[config.mk]
export PLATFORM = sky130hd
export DESIGN_NAME = fifo_wr_arbiter
export DESIGN_NICKNAME = d
export VERILOG_FILES = /design/src/rtl/fifo_wr_arbiter.sv
export SDC_FILE = /design/constraint.sdc
export NUM_CORES = 1
export LEC_CHECK = 0
export ABC_CLOCK_PERIOD_IN_PS = 1700
export CORE_MARGIN = 2
export CORE_UTILIZATION = 39
export DETAILED_ROUTE_END_ITERATION = 7
export PLACE_DENSITY_LB_ADDON = 0.08
export SLEW_MARGIN = 20
export SYNTH_ARGS = -nofsm -noshare
export SYNTH_HDL_FRONTEND = slang
export SYNTH_SLANG_ARGS = --single-unit
[constraint.sdc]
create_clock -name clk -period 1.7 [get_ports clk]
set_input_delay 0.17 -clock clk [delete_from_list [all_inputs] [get_ports clk]]
set_output_delay 0.17 -clock clk [all_outputs]
set_load 0.01 [all_outputs]
[src/rtl/fifo_wr_arbiter.sv]
// Round-robin write arbiter: grants one requester at a time the FIFO write port
// for a whole packet, and counts completed packets per requester.
module fifo_wr_arbiter #(
  parameter int unsigned width = 8,
  parameter int unsigned nreq  = 4
) (
  input  logic                  clk,
  input  logic                  rst,
  input  logic [nreq-1:0]       req_valid,
  input  logic [nreq*width-1:0] req_data,
  input  logic [nreq-1:0]       req_last,
  output logic [nreq-1:0]       req_ready,
  output logic                  fifo_wen,
  output logic [width-1:0]      fifo_wdata,
  input  logic                  fifo_full,
  output logic [nreq-1:0]       grant,
  output logic                  busy,
  output logic [nreq*8-1:0]     pkt_cnt
);

  localparam int unsigned IdxW = $clog2(nreq);

  typedef enum logic {StIdle, StBusy} state_e;

  state_e            state_q, state_d;
  logic [nreq-1:0]   grant_q, grant_d;
  logic [IdxW-1:0]   last_q, last_d;
  logic [7:0]        cnt_q [nreq];
  logic [7:0]        cnt_d [nreq];

  logic              win_found;
  logic [IdxW-1:0]   win_idx;
  logic              valid_g, last_g, xfer;
  logic [width-1:0]  sel_data;

  // First valid requester searching upward from the previous winner, wrapping.
  always_comb begin
    int unsigned idx;
    logic [IdxW-1:0] idx_n;
    win_found = 1'b0;
    win_idx   = '0;
    idx       = 0;
    idx_n     = '0;
    for (int unsigned k = 1; k <= nreq; k++) begin
      idx   = (32'(last_q) + k) % nreq;
      idx_n = IdxW'(idx);
      if (!win_found && req_valid[idx_n]) begin
        win_found = 1'b1;
        win_idx   = idx_n;
      end
    end
  end

  always_comb begin
    sel_data = '0;
    for (int i = 0; i < int'(nreq); i++) begin
      if (grant_q[i]) sel_data = req_data[i*width +: width];
    end
  end

  assign busy       = (state_q == StBusy);
  assign valid_g    = |(req_valid & grant_q);
  assign last_g     = |(req_last & grant_q);
  assign xfer       = busy && !rst && valid_g && !fifo_full;
  assign fifo_wen   = xfer;
  assign req_ready  = (busy && !rst && !fifo_full) ? grant_q : '0;
  assign fifo_wdata = (busy && !rst) ? sel_data : '0;
  assign grant      = grant_q;

  always_comb begin
    pkt_cnt = '0;
    for (int i = 0; i < int'(nreq); i++) pkt_cnt[i*8 +: 8] = cnt_q[i];
  end

  always_comb begin
    state_d = state_q;
    grant_d = grant_q;
    last_d  = last_q;
    cnt_d   = cnt_q;
    unique case (state_q)
      StIdle: begin
        if (win_found) begin
          state_d          = StBusy;
          grant_d          = '0;
          grant_d[win_idx] = 1'b1;
        end
      end
      StBusy: begin
        if (xfer && last_g) begin
          state_d = StIdle;
          grant_d = '0;
          for (int i = 0; i < int'(nreq); i++) begin
            if (grant_q[i]) begin
              last_d   = IdxW'(i);
              cnt_d[i] = cnt_q[i] + 8'd1;
            end
          end
        end
      end
      default: state_d = StIdle;
    endcase
  end

  always_ff @(posedge clk) begin
    if (rst) begin
      state_q <= StIdle;
      grant_q <= '0;
      last_q  <= IdxW'(nreq - 1);
      for (int i = 0; i < int'(nreq); i++) cnt_q[i] <= '0;
    end else begin
      state_q <= state_d;
      grant_q <= grant_d;
      last_q  <= last_d;
      cnt_q   <= cnt_d;
    end
  end

endmodule

# ---- Yosys cells after proc, flatten, opt, wreduce, memory -nomap -nowiden
# Cells that the tools add are included.
dict set report totals {
  regBits 39
  in_bits 43
  output_inout_bits 50
  wordCells 83
}
dict set report classes {
  addsub 8
  n_lt_le_gt_ge 6
  eq_ne 2
  mux 34
  bitwise_logic 3
  n_reduce_logical 23
}
# operator n
set ops {}
lappend ops {{$mux W8} 5}
lappend ops {{$add A8 B1 Y8 const B} 4}
lappend ops {{$mux W2} 8}
lappend ops {{$lt A2 B3 Y1 const B} 5}
lappend ops {{$reduce_and A3 Y1} 5}
lappend ops {{$mux W4} 3}
lappend ops {{$mux W1} 11}
lappend ops {{$logic_and A1 B1 Y1} 9}
lappend ops {{$and A4 B4 Y4} 2}
lappend ops {{$bmux W1 S2} 4}
lappend ops {{$pmux W4 S2} 1}
lappend ops {{$reduce_or A4 Y1} 2}
lappend ops {{$logic_not A1 Y1} 5}
lappend ops {{$add A2 B1 Y2 const B} 2}
lappend ops {{$add A2 B2 Y2 const B} 2}
lappend ops {{$reduce_bool A4 Y1} 1}
lappend ops {{$demux W1 S2} 1}
lappend ops {{$ge A2 B1 Y1 const B} 1}
lappend ops {{$ne A2 B1 Y1 const B} 1}
lappend ops {{$ne A2 B2 Y1 const B} 1}
lappend ops {{$pmux W1 S2} 1}
lappend ops {{$reduce_and A2 Y1} 1}
lappend ops {{$not A1 Y1} 1}

# ---- Logic depth before layout (Yosys ltp)
dict set report logic_depth {
  depth_word 19
  ltp_mapped 7
  depth_no_buf 5
}

# ---- Worst setup path before layout
# Ideal clock, no wire load.
dict set report synth_timing {
  path_type {reg2reg}
  startpoint {register grant_q[2] (netlist: grant[2])}
  endpoint {register cnt_q, in the netlist pkt_cnt[15]}
  setup_time_ps 121
  t_arrival_ps 1653
  t_required_ps 1579
  path_slack_ps -74
  path_stages_with_launch 7
  n_path_buf 2
  period_less_slack_ps 1774
  path_cell_list {dfxtp_1 -> buf_2 -> a22o_1 -> o211ai_1 -> buf_4 -> nor4_2 -> mux2_2}
}
dict set report synth_via {
  elab_chain_cells 6
  word_cells_on_any_way 8
  cone_classes {bitwise (2); reduce/logical (6)}
}
# item line_no
set synth_rtl {}
lappend synth_rtl {{start: declaration} 26} ;# logic [nreq-1:0] grant_q, grant_d;
lappend synth_rtl {{start signal: assignment} 112} ;# grant_q <= grant_d;
lappend synth_rtl {{$and A4 B4 Y4} 62} ;# assign valid_g = |(req_valid & grant_q);
lappend synth_rtl {{$reduce_or A4 Y1} 62}
lappend synth_rtl {{$logic_and A1 B1 Y1 (2 in series)} 64} ;# assign xfer = busy && !rst && valid_g && !fifo_full;
lappend synth_rtl {{$logic_and A1 B1 Y1 *} 89} ;# if (xfer && last_g) begin
lappend synth_rtl {{$reduce_and A3 Y1 (no source line) *} -}
lappend synth_rtl {{end signal: assignment} 114} ;# cnt_q <= cnt_d;
lappend synth_rtl {{end: declaration} 28} ;# logic [7:0] cnt_q [nreq];
# Every way passes the cells marked *; elsewhere a longest branch is shown, timed or not.
# A chain may end at the register's enable or synchronous reset.

# ---- Final worst setup path
dict set report layout_timing {
  startpoint {register grant_q[3] (netlist: grant[3])}
  endpoint {output fifo_wdata[1]}
}
dict set report layout_via {
  elab_chain_cells 2
}
# item line_no
set layout_rtl {}
lappend layout_rtl {{$mux W8} 57} ;# if (grant_q[i]) sel_data = req_data[i*width +: width];
lappend layout_rtl {{$mux W8} 67} ;# assign fifo_wdata = (busy && !rst) ? sel_data : '0;
lappend layout_rtl {{end: declaration} 14} ;# output logic [width-1:0] fifo_wdata,
# No other way between the ends.

==> results by group <==
Cells and area
  – Area growth syn-to-layout: 78.6%
  – Post-layout util: 72.3%
  – Antenna cells: 0
  – Share of cells above drive strength 1: 29.5%
  – Post-route cell area: 3980 um^2
  – Final nets: 450

Setup path
  – Worst setup path category: flip-flop to output pin
  – Crit path max-delay cell type: dfxtp_4
  – Cell breakdown of the critical path: clkinvlp_4, buf_6, o22ai_1, nor3_1, clkdlybuf4s15_1
  – CP required: 1.53 ns
  – Worst Path Max Fanout: 9
  – Crit path DAT: 1.52 ns
  – Worst r2r src: grant[3]$_SDFFE_PP0P_
  – CP max stage delay: 0.39 ns
  – Crit. Startpoint: grant[3]$_SDFFE_PP0P_
  – CP Capture Type: output pin
  – CP startpoint kind: flip-flop

Die
  – Io pins: 93
  – Initial core utilization: 40.5%
  – Die area: 6330 um^2
  – Num rows: 27
  – Core footprint: 5510 um^2
  – Die Span Y: 79.6 um
  – Die X: 79.6 um

STA
  – Fmax: 0.592 GHz
  – Fin crit share: 99.3%
  – RSZ-0062 raised after global routing: true
  – Final slew viol count: 0
  – Worst slew pin tran: 0.395 ns
  – Hold Slack: 0.492 ns
  – Final hold vios: 0
  – Period minus WS final: 1.69 ns
  – Worst clock skew: 0.00550 ns
  – Final setup fails: 0
  – Slew margin rel.: 73.7%

Logic synthesis
  – Register area share after synthesis: 35.0%
  – Synthesized Nets: 314
  – Mapped Area: 2230 um^2
  – Synth cell types: 43
  – Yosys top cell area share: 35.0%
  – Yosys warning count: 0
  – Syn avg cell area: 8.35 um^2
  – Count of flip-flops with a built-in enable after synthesis: 0
  – Fraction of registers with async set/reset: 0%
  – Cell taking the most area after synthesis: dfxtp_1
  – Mapped Cells: 267
  – Flops & latches, synth: 39
  – Main flop type after synthesis: dfxtp_1
  – Area contributors post-synth: dfxtp_1 35%, a21oi_1 5.2%, or4_1 4.0%

Clock network
  – Clock tree sinks: 39
  – H-tree depth: 2
  – Clk slew on worst S/H paths: 0.08 ns
  – CTS Root Cell: clkbuf_8
  – CTS buffer count: 5
  – CTS Buffer Depth: 2
  – CTS tree: done
  – Clock latency on the worst-skew pair: 0.29 ns

Detailed routing
  – 1st-iter DRT viols: 151
  – Post-Route WL: 7750 um
  – Pre-antenna DRT Iters: 4
  – # DRC: 0
  – Final ANT Viol Nets: 0
  – Via/cell ratio: 5.76
  – Vias: 2742
  – Drt wl/cell: 16.3 um

GRT
  – Number of global-route vias before repair: 2526
  – GR Util All Layers: 23.9%
  – Largest net degree at the start of global routing: 33
  – Initial antenna violation count: 0
  – Global-route wire length before repair: 12200 um
  – Overflow after GRT: 0

Job
  – Max-cap violations: 0

Place
  – PortBufs: 92
  – HPWL after detailed placement: 5180 um
  – RD Place Congestion: 0.852
  – Post-place instance area: 3530 um^2

Run status
  – Status: finished clean

Power and ir drop
  – Maximum vdd ir drop: 0.335 mV
  – P_leak: 1.46 nW
  – PwrDens: 528 nW/um^2

Worst hold path
  – Worst min path class: flip-flop to flip-flop
  – Hold wc startpoint: pkt_cnt[3]$_SDFFE_PP0P_
## path summary, 6_finish.rpt
check	cells past startpoint	end	slack (ns)
max	5	fifo_wdata[1]	0.01
min	1	pkt_cnt[3]$_SDFFE_PP0P_	0.49
max reg2reg	6	pkt_cnt[31]$_SDFFE_PP0P_	0.02
min reg2reg	1	pkt_cnt[3]$_SDFFE_PP0P_	0.49
## where the power goes
group	total, mW	internal [mW]	switching, mW	leakage [nW]
Combinational	0.382	0.219	0.164	1.09
Sequential	0.928	0.917	0.0113	0.318
Clock	0.792	0.437	0.354	0.0581
Total	2.10	1.57	0.529	1.46
## final cells by class
type                    count  area (um^2)
clock inverters             3         43.8
multi-input cells         198         1570
fillers                   423         1530
repair buffers            149         1370
flip-flops and latches     39          795
well taps                  72         90.1
inverters                  10         42.5
clock buffers               5         68.8
## cells by family after synthesis
group / Yosys count / synth area share [%]
flops: 39 / 35.0
mux: 7 / 3.37
buf+inv: 30 / 5.78
simple gates: 92 / 23.9
compound gates: 95 / 29.7
fa+ha+maj: 4 / 2.25
## flip-flops by register name (all words and copies together), names as in the netlist
signal and count:
pkt_cnt 32, busy 1, last_q 2, grant 4
## Yosys cell counts, types with 3 or more instances
cell type / n
nand3_1: 15
dfxtp_1: 39
o211ai_1: 5
mux2i_1: 3
nand4_1: 9
and2_1: 5
or3_1: 4
or4_1: 12
ha_1: 4
nand2_1: 11
a21oi_1: 23
o311ai_0: 8
mux2_2: 4
clkbuf_1: 9
o31ai_1: 11
o41ai_1: 7
nor2b_1: 6
o21ai_0: 12
nor4_1: 5
a221oi_1: 8
inv_1: 9
buf_2: 10
nand2b_1: 3
nor2_1: 6
nor3_1: 11
a22o_1: 5
o22ai_1: 7
## repair_timing
action / CTS / global route
gates cloned: 0 / 0
gates resized for setup: 58 / 41
setup endpoints to repair: 32 / 34
pin swaps: 8 / 19
hold buffers: 0 / 0
setup buffers: 8 / 3
## critical path, delay by kind of cell, from the launching register on
kind | cells | cell delay, ns
AO/OA/AOI/OAI | 1 | 0.18
buffers and inverters | 3 | 0.59
flip-flops | 1 | 0.39
AND/OR/NAND/NOR | 1 | 0.08
## per-stage QoR
stage | std cells | setup TNS (ns) | setup slack (ns) | power [mW]
final | 476 | 0 | 0.0115 | 2.10
after global routing | 476 | -0.421 | -0.0510 | 2.18
after CTS | 473 | 0 | 0.00139 | 2.08
after detailed placement | 458 | -10.94 | -0.366 | 1.28
after global placement | 458 | -10.15 | -0.310 | 1.27
after floorplan | 267 | 0 | 0.0266 | 1.06
## cell usage in the layout, fill, tap and decap left out, types with 4 or more instances in the layout
master | Yosys | final
inv_1 | 9 | 8
o22ai_1 | 7 | 6
clkdlybuf4s50_1 | 0 | 77
dfxtp_1 | 39 | 34
o311ai_0 | 8 | 4
clkbuf_8 | 0 | 5
o31ai_1 | 11 | 10
or3_1 | 4 | 4
buf_4 | 1 | 49
nor3_1 | 11 | 10
o21ai_0 | 12 | 12
ha_1 | 4 | 4
dlygate4sd2_1 | 0 | 5
a221oi_2 | 0 | 5
a21oi_1 | 23 | 15
nand4_1 | 9 | 9
o211ai_1 | 5 | 5
nand3_1 | 15 | 15
or4_4 | 0 | 6
nand2_1 | 11 | 8
nor2_1 | 6 | 6
nor2b_1 | 6 | 5
and2_1 | 5 | 5
or4_1 | 12 | 6
buf_6 | 0 | 7
a21oi_2 | 0 | 7
o41ai_1 | 7 | 7
## layer usage
layer,track usage [%],wire [um],vias up
met3,4.07,290,17
met2,39.6,3960,70
met1,32.3,3370,1315
met5,0,0,-
met4,5.86,129,0
li1,-,-,1340
Power figures use the tool's default switching activity.
